[config.mk]
export PLATFORM = sky130hd
export DESIGN_NAME = priv_trap_sequencer
export DESIGN_NICKNAME = d
export VERILOG_FILES = /design/src/rtl/priv_trap_sequencer.sv
export SDC_FILE = /design/constraint.sdc
export NUM_CORES = 1
export LEC_CHECK = 0
export CORE_AREA = 2 2 122 124
export DETAILED_ROUTE_END_ITERATION = 10
export DIE_AREA = 0 0 124 126
export PLACE_DENSITY = 0.76
export SLEW_MARGIN = 20
export SYNTH_ARGS = -nofsm -noshare
export SYNTH_HDL_FRONTEND = slang
export SYNTH_SLANG_ARGS = --single-unit
[constraint.sdc]
create_clock -name clk_i -period 3.1 [get_ports clk_i]
set_input_delay 0.62 -clock clk_i [delete_from_list [all_inputs] [get_ports clk_i]]
set_output_delay 0.62 -clock clk_i [all_outputs]
set_load 0.01 [all_outputs]
[src/rtl/priv_trap_sequencer.sv]
// Machine-mode trap/return sequencer: picks one trap source, drains the pipeline,
// applies the privileged CSR updates in one cycle, then redirects fetch.
module priv_trap_sequencer #(
  parameter int XLEN = 32
) (
  input  logic            clk_i,
  input  logic            rst_i,
  input  logic            exc_valid_i,
  input  logic [3:0]      exc_code_i,
  input  logic [XLEN-1:0] exc_epc_i,
  input  logic [XLEN-1:0] exc_badaddr_i,
  input  logic            mret_i,
  input  logic [XLEN-1:0] commit_pc_i,
  input  logic            timer_int_i,
  input  logic            soft_int_i,
  input  logic            mstatus_ie_i,
  input  logic            mie_mtie_i,
  input  logic            mie_msie_i,
  input  logic [XLEN-1:0] mtvec_i,
  input  logic [XLEN-1:0] mepc_i,
  input  logic            pipe_drained_i,
  output logic            pipe_flush_o,
  output logic            busy_o,
  output logic            mcause_rup_o,
  output logic [XLEN-1:0] mcause_next_o,
  output logic            mepc_rup_o,
  output logic [XLEN-1:0] mepc_next_o,
  output logic            mbadaddr_rup_o,
  output logic [XLEN-1:0] mbadaddr_next_o,
  output logic            mstatus_ie_rup_o,
  output logic            mstatus_ie_next_o,
  output logic            insert_pc_o,
  output logic [XLEN-1:0] priv_pc_o
);

  typedef enum logic [1:0] {S_IDLE, S_FLUSH, S_UPDATE, S_REDIRECT} state_e;

  state_e          state_q;
  logic            ret_q;
  logic            badv_q;
  logic [XLEN-1:0] cause_q;
  logic [XLEN-1:0] epc_q;
  logic [XLEN-1:0] bad_q;

  logic timer_en, soft_en, exc_badv;
  assign timer_en = timer_int_i & mie_mtie_i & mstatus_ie_i;
  assign soft_en  = soft_int_i  & mie_msie_i & mstatus_ie_i;
  // Only fetch/load/store address faults carry a meaningful bad address.
  assign exc_badv = exc_code_i inside {4'd0, 4'd1, 4'd4, 4'd5, 4'd6, 4'd7};

  always_ff @(posedge clk_i or posedge rst_i) begin
    if (rst_i) begin
      state_q <= S_IDLE;
      ret_q   <= 1'b0;
      badv_q  <= 1'b0;
      cause_q <= '0;
      epc_q   <= '0;
      bad_q   <= '0;
    end else begin
      case (state_q)
        S_IDLE: begin
          if (exc_valid_i) begin
            ret_q   <= 1'b0;
            cause_q <= {{(XLEN-4){1'b0}}, exc_code_i};
            epc_q   <= exc_epc_i;
            bad_q   <= exc_badaddr_i;
            badv_q  <= exc_badv;
            state_q <= S_FLUSH;
          end else if (timer_en) begin
            ret_q   <= 1'b0;
            cause_q <= {1'b1, {(XLEN-5){1'b0}}, 4'd7};
            epc_q   <= commit_pc_i;
            badv_q  <= 1'b0;
            state_q <= S_FLUSH;
          end else if (soft_en) begin
            ret_q   <= 1'b0;
            cause_q <= {1'b1, {(XLEN-5){1'b0}}, 4'd3};
            epc_q   <= commit_pc_i;
            badv_q  <= 1'b0;
            state_q <= S_FLUSH;
          end else if (mret_i) begin
            ret_q   <= 1'b1;
            badv_q  <= 1'b0;
            state_q <= S_FLUSH;
          end
        end
        S_FLUSH:    if (pipe_drained_i) state_q <= S_UPDATE;
        S_UPDATE:   state_q <= S_REDIRECT;
        S_REDIRECT: state_q <= S_IDLE;
        default:    state_q <= S_IDLE;
      endcase
    end
  end

  logic upd, trap_upd, redir;
  assign upd      = (state_q == S_UPDATE);
  assign trap_upd = upd & ~ret_q;
  assign redir    = (state_q == S_REDIRECT);

  assign busy_o            = (state_q != S_IDLE);
  assign pipe_flush_o      = (state_q != S_IDLE);
  assign mcause_rup_o      = trap_upd;
  assign mcause_next_o     = trap_upd ? cause_q : '0;
  assign mepc_rup_o        = trap_upd;
  assign mepc_next_o       = trap_upd ? epc_q : '0;
  assign mbadaddr_rup_o    = trap_upd & badv_q;
  assign mbadaddr_next_o   = (trap_upd & badv_q) ? bad_q : '0;
  assign mstatus_ie_rup_o  = upd;
  assign mstatus_ie_next_o = upd & ret_q;
  // mepc was written at the end of UPDATE, so reading it live here sees the new value.
  assign insert_pc_o       = redir;
  assign priv_pc_o         = redir ? (ret_q ? mepc_i : mtvec_i) : '0;

endmodule
==> flow_metrics.env <==
export IMPL_status="complete, no violations"
export IMPL_finalHoldViolations=0
export IMPL_slowest_delay_ns=0.54
export IMPL_layout_nets=991
export IMPL_post_cts_resized=0
export IMPL_path_buf_inv=3
export IMPL_cts_hold_buf=0
export IMPL_grt_overflow_total=0
export IMPL_die_area_um2=15620
export IMPL_reg2reg_setup_slack_ns=1.25
export IMPL_final_setup_viol_count=0
export IMPL_area_growth_pct=63.99
export IMPL_slew_limit_headroom_pct=32.79
export IMPL_start_kind="register"
export IMPL_cts_root_buf="clkbuf_16"
export IMPL_whs_ns=0.4648
export IMPL_syn_avg_cell_area_um2=8.687
export IMPL_synth_seq_cells=73
export IMPL_crit_cells=6
export IMPL_cp_cell_sequence="inv_1, ha_1, nor2b_4, buf_12, and2_1, clkdlybuf4s50_1"
export IMPL_reg2reg_to="cause_q[2]$_DFFE_PP0P_"
export IMPL_start_util_pct=33.99
export IMPL_place_ws_ns=0.4985
export IMPL_core_area_um2=14310
export IMPL_final_area_um2=7978
export IMPL_crit_end="mepc_next_o[5]"
export IMPL_io_pins=310
export IMPL_cts_buffers=9
export IMPL_ctsHtreeMaxLevel=3
export IMPL_gp_congestion=0.8013
export IMPL_yosysWarnings=0
export IMPL_clk_pin_slew_ns=0.06
export IMPL_tightest_slew_ns=1.007
export IMPL_ant_nets=0
export IMPL_crit_fanout=72
export IMPL_worstRegToRegCells=6
export IMPL_cts_sinks=73
export IMPL_clock_latency_ns=0.33
export IMPL_cts_tree="done"
export IMPL_p_leak_nw=3.444
export IMPL_post_cts_repair_setup_buffers=0
export IMPL_row_count=44
export IMPL_total_power_w=0.006153
export IMPL_antenna_found_initial=0
export IMPL_die_y_um=126
export IMPL_firstDrtPassIters=4
export IMPL_final_min_clock_period_ns=2.939
export IMPL_synth_cells=560
export IMPL_path_delay_family="buffers and inverters"
export IMPL_syn_area_um2=4865
export IMPL_grt_setup_unrepaired="no"
export IMPL_drcViolationCount=0
export IMPL_hold_class="register to register"
export IMPL_vias=4931
export IMPL_setup_tns_ns=0
export IMPL_place_area_um2=7637
export IMPL_vias_per_cell=4.921
export IMPL_ff_latch_area_um2=1828
export IMPL_drv_slew=0
export IMPL_cp_slowest_cell="clkdlybuf4s50_1"
export IMPL_finalWirelength_mm=16.84
export IMPL_skew_ns=0.006982
export IMPL_ys_seq_area_share_pct=37.55
export IMPL_grt_max_degree=73
export IMPL_port_buffers=282
export IMPL_maxCapViolations=0
export IMPL_synth_top_cell_area_share_pct=37.55
export IMPL_setup_ws_ns=0.1606
export IMPL_fmax_ghz=0.3402
export IMPL_ys_top_cells_by_area="dfrtp_1 (38%), nand2_1 (7.6%), mux2i_1 (6.6%), buf_4 (5.7%), and2_1 (5.1%)"
export IMPL_synth_top_area_cell="dfrtp_1"
export IMPL_cp_startpoint="state_q[0]$_DFFE_PP0P_"
export IMPL_dp_hpwl_mm=11.95
export IMPL_cp_arrival_ns=2.32
export IMPL_crit_type="register to primary output"
export IMPL_grt_pass1_vias=4899
export IMPL_track_usage_pct=20.89
export IMPL_clockBufferDepth=2
export IMPL_multi_input_area_um2=2560
export IMPL_required_ns=2.48
export IMPL_drtIter0Drc=360
export IMPL_grt_first_pass_wirelength_mm=25.71
export IMPL_layout_drive_gt1_share_pct=5.134
export IMPL_crit_path_end_kind="primary output"
export IMPL_vdd_drop_max_uv=424.1
export IMPL_p_per_area_nw_per_um2=771.3
export IMPL_fin_crit_sh_pct=94.82
export IMPL_netlist_cell_type_count=39
export IMPL_die_w_um=124
export IMPL_wl_per_cell_um=16.81
export IMPL_r2r_start="state_q[0]$_DFFE_PP0P_"
export IMPL_fill_cells=1339
export IMPL_diodes=0
flip-flops by register name, indices dropped and copies added (netlist names):
| name | cells |
|---|---|
| ret_q | 1 |
| epc_q | 32 |
| cause_q | 5 |
| badv_q | 1 |
| bad_q | 32 |
| state_q | 2 |
layout by cell type (no fill, tap or decap), types with 27 or more instances in the layout:
| cell type | instances |
|---|---|
| nand2_1 | 98 |
| and2_1 | 39 |
| clkdlybuf4s50_1 | 282 |
| and3_1 | 32 |
| nand4_1 | 32 |
| dfrtp_1 | 72 |
| nor2b_1 | 35 |
| mux2i_1 | 32 |
| a22oi_1 | 33 |
| conb_1 | 27 |
worst reg2reg max path, delay by kind of cell, from the launching register on:
kind	cells	cell delay, ns
AOI/OAI and AO/OA	2	0.39
adders and majority gates	1	0.22
DFF	1	0.41
buffers and inverters	3	0.72
how the worst min path moves through the flow:
stage                          startpoint                    end  cells after the start
floorplan            bad_q[0]$_DFFE_PP0P_   bad_q[0]$_DFFE_PP0P_                      2
global placement     bad_q[6]$_DFFE_PP0P_   bad_q[6]$_DFFE_PP0P_                      2
detailed placement  bad_q[17]$_DFFE_PP0P_  bad_q[17]$_DFFE_PP0P_                      2
CTS                 bad_q[17]$_DFFE_PP0P_  bad_q[17]$_DFFE_PP0P_                      2
global route        bad_q[16]$_DFFE_PP0P_  bad_q[16]$_DFFE_PP0P_                      2
finish               bad_q[0]$_DFFE_PP0P_   bad_q[0]$_DFFE_PP0P_                      2
routing by layer:
layer / up-vias / part of all wire (%) / routed length (um) / GRT usage, %
met2: 215 / 51 / 8570 / 36.88
met5: - / 0 / 0 / 0
met4: 0 / 1.5 / 257 / 5.750
met3: 16 / 7.7 / 1290 / 4.620
li1: 2408 / - / - / -
met1: 2292 / 40 / 6722 / 25.35
Yosys cell counts:
cell type	n
o211ai_1	26
nand4b_1	1
nor2b_1	36
buf_2	17
a21oi_1	5
o21a_1	1
a22oi_1	33
o32a_1	2
mux2i_1	32
a22oi_2	1
nand3_1	26
conb_1	1
ha_1	4
inv_1	12
nor4b_2	1
o21ai_1	1
a311o_1	1
nand2_1	98
inv_2	2
o22ai_1	2
and2b_4	1
a211oi_2	1
buf_4	37
nand2_4	1
dfrtp_1	73
o21ai_0	1
o311ai_0	6
and2_1	40
nand4_1	32
and3_1	32
nor2_1	3
nor3b_1	1
nor3_1	1
clkbuf_2	3
a22o_1	1
o31ai_1	1
mux2_4	1
clkbuf_1	14
buf_6	9
stage by stage:
stage / util [%] / cells
2_1_floorplan: - / 586
3_3_place_gp: 53.36 / 986
3_5_place_dp: 53.36 / 986
4_1_cts: 55.73 / 1002
5_1_grt: 55.73 / 1002
6_report: 55.73 / 1002
cells by family after synthesis:
logic type	share of synthesized area (%)
AND/OR/NAND/NOR	29.66
buffers and inverters	12.01
AO/OA/AOI/OAI	12.78
flip-flops	37.55
multiplexers	6.893
adder cells (fa/ha/maj)	1.029
other	0.07709
area by class of cell:
class | count | share of cell area (%)
multi-input cells | 419 | 32.09
inverters | 14 | 0.6744
well taps | 184 | 2.886
clock inverters | 4 | 0.9253
clock buffers | 12 | 3.341
repair buffers | 296 | 37.17
flip-flops and latches | 73 | 22.91
where the power goes:
group | internal, W | switching, W
clock | 0.000771 | 0.000410
combinational | 0.00172 | 0.00151
sequential | 0.00142 | 0.000315
(Power assumes the default switching activity.)
